## src/rtl/uart_tx_datapath.sv

```systemverilog
// -----------------------------------------------------------------------------
// uart_tx_datapath
//
// Bit-level datapath of the UART transmitter. It is steered by the TX FSM
// through mux_sel and ser_en. It captures the parallel word in the start-bit
// cycle and shifts it out LSB-first. It computes the parity bit, drives a
// registered (glitch-free) serial line, and tells the FSM when all data bits
// have been shifted out.
//
// Optional build macro:
//   UART_TX_PAR_TYPE_EN  - adds the PAR_TYPE port (0 = even, 1 = odd parity).
//                          Without it, parity is fixed to even.
//
// Ports:
//   CLK       in   1           system clock, rising edge
//   RST       in   1           asynchronous reset, active-low
//   P_DATA    in   DATA_WIDTH  parallel word, sampled only in the load cycle
//   mux_sel   in   2           line select: 00 start, 01 stop/idle,
//                              10 data bit, 11 parity bit
//   ser_en    in   1           shift enable from the FSM
//   PAR_TYPE  in   1           parity type (only with UART_TX_PAR_TYPE_EN)
//   ser_done  out  1           all DATA_WIDTH bits have been shifted out
//   TX_OUT    out  1           registered serial line
// -----------------------------------------------------------------------------
module uart_tx_datapath #(
  parameter int DATA_WIDTH = 8
) (
  input  logic                  CLK,
  input  logic                  RST,
  input  logic [DATA_WIDTH-1:0] P_DATA,
  input  logic [1:0]            mux_sel,
  input  logic                  ser_en,
`ifdef UART_TX_PAR_TYPE_EN
  input  logic                  PAR_TYPE,
`endif
  output logic                  ser_done,
  output logic                  TX_OUT
);

  localparam int                CNT_W    = $clog2(DATA_WIDTH + 1);
  localparam logic [CNT_W-1:0]  CNT_FULL = CNT_W'(DATA_WIDTH);

  localparam logic [1:0] SEL_START = 2'b00;
  localparam logic [1:0] SEL_STOP  = 2'b01;
  localparam logic [1:0] SEL_DATA  = 2'b10;
  localparam logic [1:0] SEL_PAR   = 2'b11;

  // XOR-reduce gives even parity; inverting it gives odd parity.
  function automatic logic calc_parity(input logic [DATA_WIDTH-1:0] data,
                                       input logic                  odd);
    return (^data) ^ odd;
  endfunction

  logic par_odd;
`ifdef UART_TX_PAR_TYPE_EN
  assign par_odd = PAR_TYPE;
`else
  assign par_odd = 1'b0;
`endif

  logic [DATA_WIDTH-1:0] shift_q, shift_d;
  logic [CNT_W-1:0]      cnt_q,   cnt_d;
  logic                  par_q,   par_d;
  logic                  tx_q;
  logic                  line_d;
  logic                  load;
  logic                  shift;

  // Load has priority over everything. This covers the back-to-back case
  // where the next start bit arrives while ser_done is still high.
  // A data select with the counter already full (an FSM protocol error)
  // does not shift.
  assign load  = (mux_sel == SEL_START);
  assign shift = ser_en && (mux_sel == SEL_DATA) && (cnt_q < CNT_FULL);

  always_comb begin
    shift_d = shift_q;
    cnt_d   = cnt_q;
    par_d   = par_q;
    if (load) begin
      shift_d = P_DATA;
      cnt_d   = '0;
      par_d   = calc_parity(P_DATA, par_odd);
    end else if (shift) begin
      shift_d = shift_q >> 1;
      cnt_d   = cnt_q + 1'b1;
    end
  end

  // Line select. A data select after the last bit has been shifted
  // shows shift_q[0], which is 0 by then because of the zero fill.
  always_comb begin
    line_d = 1'b1;
    case (mux_sel)
      SEL_START: line_d = 1'b0;
      SEL_STOP:  line_d = 1'b1;
      SEL_DATA:  line_d = shift_q[0];
      SEL_PAR:   line_d = par_q;
      default:   line_d = 1'b1;
    endcase
  end

  // ---- register stage: shifter state and registered serial line ----
  always_ff @(posedge CLK or negedge RST) begin
    if (!RST) begin
      shift_q <= '0;
      cnt_q   <= '0;
      par_q   <= 1'b0;
      tx_q    <= 1'b1;
    end else begin
      shift_q <= shift_d;
      cnt_q   <= cnt_d;
      par_q   <= par_d;
      tx_q    <= line_d;
    end
  end

  assign ser_done = (cnt_q == CNT_FULL);
  assign TX_OUT   = tx_q;

endmodule

```

## config.mk

```make
export PLATFORM = sky130hd
export DESIGN_NAME = uart_tx_datapath
export DESIGN_NICKNAME = d
export VERILOG_FILES = /design/src/rtl/uart_tx_datapath.sv
export SDC_FILE = /design/constraint.sdc
export NUM_CORES = 1
export LEC_CHECK = 0
export CAP_MARGIN = 20
export CORE_MARGIN = 3
export CORE_UTILIZATION = 48
export CTS_CLUSTER_DIAMETER = 80
export DETAILED_ROUTE_END_ITERATION = 8
export GPL_ROUTABILITY_DRIVEN = 0
export PLACE_DENSITY = 0.85
export RECOVER_POWER = 100
export REMOVE_ABC_BUFFERS = 1
export SLEW_MARGIN = 20
export SYNTH_ARGS = -nofsm -noshare
export SYNTH_HDL_FRONTEND = slang
export SYNTH_SLANG_ARGS = --single-unit
export TNS_END_PERCENT = 1
```

## constraint.sdc

```tcl
create_clock -name CLK -period 1.7 [get_ports CLK]
set_input_delay 0.255 -clock CLK [delete_from_list [all_inputs] [get_ports CLK]]
set_output_delay 0.255 -clock CLK [all_outputs]
set_load 0.02 [all_outputs]
```

==> impl_metrics.toml <==
[global_routing]
grt_max_degree = 15
gr-total-overflow = 0
grt.total_usage_pct = 16.9
antenna_found_initial = 0
first_global_vias = 570
grt_pass1_wl_mm = 2.42

[setup_path]
arrival_ns = 1.38
worstPathCellList = "clkdlybuf4s50_1"
cpLargestDelayFamily = "buffers and inverters"
timing.critical_path.to_type = "output pin"
start_kind = "flop"
cp.required_ns = 1.44
cp_slowest_cell = "clkdlybuf4s50_1"
slowest_delay_ns = 0.59
crit_path_max_fanout = 1
critPathKind = "flop to output pin"
r2r_slack_ns = 0.34
worst-path-buf-inv = 1

[routing]
wl_met2_um = 657
dr.pass1.iters = 4
drt_iter0_drc = 14
dr.max_layer_used = "met4"
via_per_inst = 5.54
wl_met3_um = 96
routed_wl_mm = 1.40
postRouteAntennaNets = 0
wl_met1_um = 618
drc_errors = 0
num_vias = 582
routedWlPerCell_um = 13.3

[clocking]
cts_made_buffers = 3
htree_levels = 1
path_clk_slew_ns = 0.08
cts-root-buf = "clkbuf_4"
cts_hold_buf = 0
clockBufferDepth = 2
cts_resized = 1
insertion_delay_ns = 0.27
cts_sinks = 14
cts_setup_buffers = 0
cts_tree = "built"

[timing]
tightestPinTransition_ns = 0.637
relSlewSlack_pct = 57.4
fin_tns_setup_ns = 0
fin_crit_ns = 1.63
drv_slew = 0
grt_setup_unrepaired = "no"
hold_violations = 0
fmax_mhz = 613
setup_violations = 0
clock_skew_ns = 0.00530
fin_crit_sh_pct = 95.9
holdWs_ns = 0.439

[cells_and_area]
postLayoutCoreUtil_pct = 64.6
fillCellCount = 122
diodes = 0
drive_gt1_share_pct = 5.56
final_nets = 106
area.growth.synth_to_final_pct = 21.1

[logic_synthesis]
synth_area_leader_cell = "dfrtp_1"
synth_cells = 74
async_reset_ff_share_pct = 100
synth_area_sq_um = 728
syn_avg_cell_area_sq_um = 9.84
ys_seq_elements = 14
ys.flop_type = "dfrtp_1"
post-synth-top-area-fraction_pct = 44.7
ys_seq_area_share_pct = 48.3
synth_enable_flop_cells = 0
netlist-cell-type-count = 26
synthTopCellsByArea = "dfrtp_1, xnor2_1, nand2_1"
ys_warn_count = 0

[place]
io_buffers = 14
dp_hpwl_mm = 1.07

[run_status]
outcome = "complete, no violations"

[floorplanning]
die-area_sq_mm = 0.00202
die_x_um = 45.0
rows = 13
ios = 15
core_sq_mm = 0.00137
initial_core_util_pct = 53.3
die_h_um = 45.0

[worst_hold_path]
hold_class = "input port to async pin"

[power]
ir_drop_v = 0.000485
power.density_mw_per_mm2 = 863
p_leak_nw = 0.369

[flow_run]
cap_violations = 0
-- cell usage after synthesis, types with 2 or more instances --
cell and count:
dfrtp_1 13, ha_1 2, inv_1 3, mux2i_1 4, nand2_1 12, nor2_1 7
nor3_1 2, o21ai_0 6, o22ai_1 2, xnor2_1 7
-- cell families (layout without fill, tap and decap cells) --
family,after synthesis,after routing,synth area share (%)
AOI/OAI and AO/OA,14,14,11.3
xor gates and xnor gates,8,8,9.62
adders and majority gates,2,2,3.44
buffers and inverters,6,22,4.98
DFF,14,14,48.3
muxes,4,4,5.50
and+or+nand+nor,26,26,16.8
-- flip-flops by register name (all words and copies together) (netlist names) --
signal / count
TX_OUT: 1
shift_q: 8
par_q: 1
cnt_q: 4
-- through the flow --
step | instances | area, sq um | power, W | setup slack [ns]
2_1_floorplan | 71 | 703 | 0.000509 | 0.508
3_3_place_gp | 101 | 870 | 0.000578 | 0.115
3_5_place_dp | 101 | 870 | 0.000586 | 0.0381
4_1_cts | 105 | 895 | 0.000777 | 0.0507
5_1_grt | 105 | 882 | 0.000825 | 0.0223
6_report | 105 | 882 | 0.000761 | 0.0698
-- placed cells by master, fill, tap and decap left out, types with 2 or more instances in the layout --
master	Yosys	layout
dfrtp_1	13	13
nand2_1	12	12
clkdlybuf4s50_1	0	11
nor2_1	7	7
o21ai_0	6	7
xnor2_1	7	7
mux2i_1	4	4
inv_1	3	3
clkbuf_4	0	3
clkbuf_1	0	3
o22ai_1	2	2
nor3_1	2	2
ha_1	2	2
dlygate4sd3_1	0	2
-- cell type report --
cell class | count | area (sq um) | share of cell area (%)
multi-input cells | 54 | 337 | 38.2
clock buffers | 4 | 26.3 | 2.98
flip-flops and latches | 14 | 352 | 39.9
inverters | 3 | 11.3 | 1.28
well taps | 15 | 18.8 | 2.13
repair buffers | 15 | 138 | 15.6
-- power breakdown --
| group | switching (W) | total, W | internal, W | leakage [nW] |
|---|---|---|---|---|
| registers | 0.0000292 | 0.000412 | 0.000383 | 0.174 |
| logic | 0.0000787 | 0.000162 | 0.0000836 | 0.180 |
| clock network | 0.0000963 | 0.000187 | 0.0000909 | 0.0150 |
| total | 0.000204 | 0.000761 | 0.000557 | 0.369 |
-- path summary, 6_finish.rpt --
| kind | start | endpoint | cells after the start |
|---|---|---|---|
| max reg2reg | cnt_q[3] | shift_q[5] | 3 |
| min in group CLK | par_q | par_q | 2 |
| min | RST | cnt_q[2] | 1 |
| min reg2reg | par_q | par_q | 2 |
| max in group asynchronous | RST | par_q | 1 |
| max | TX_OUT | TX_OUT | 1 |
-- metal layers --
layer  up-vias  track usage (%)
li1        283                -
met1       279             19.8
met2        16             25.7
met3         4             7.17
met4         0             9.94
met5         -                0
Power figures use the tool's default switching activity.
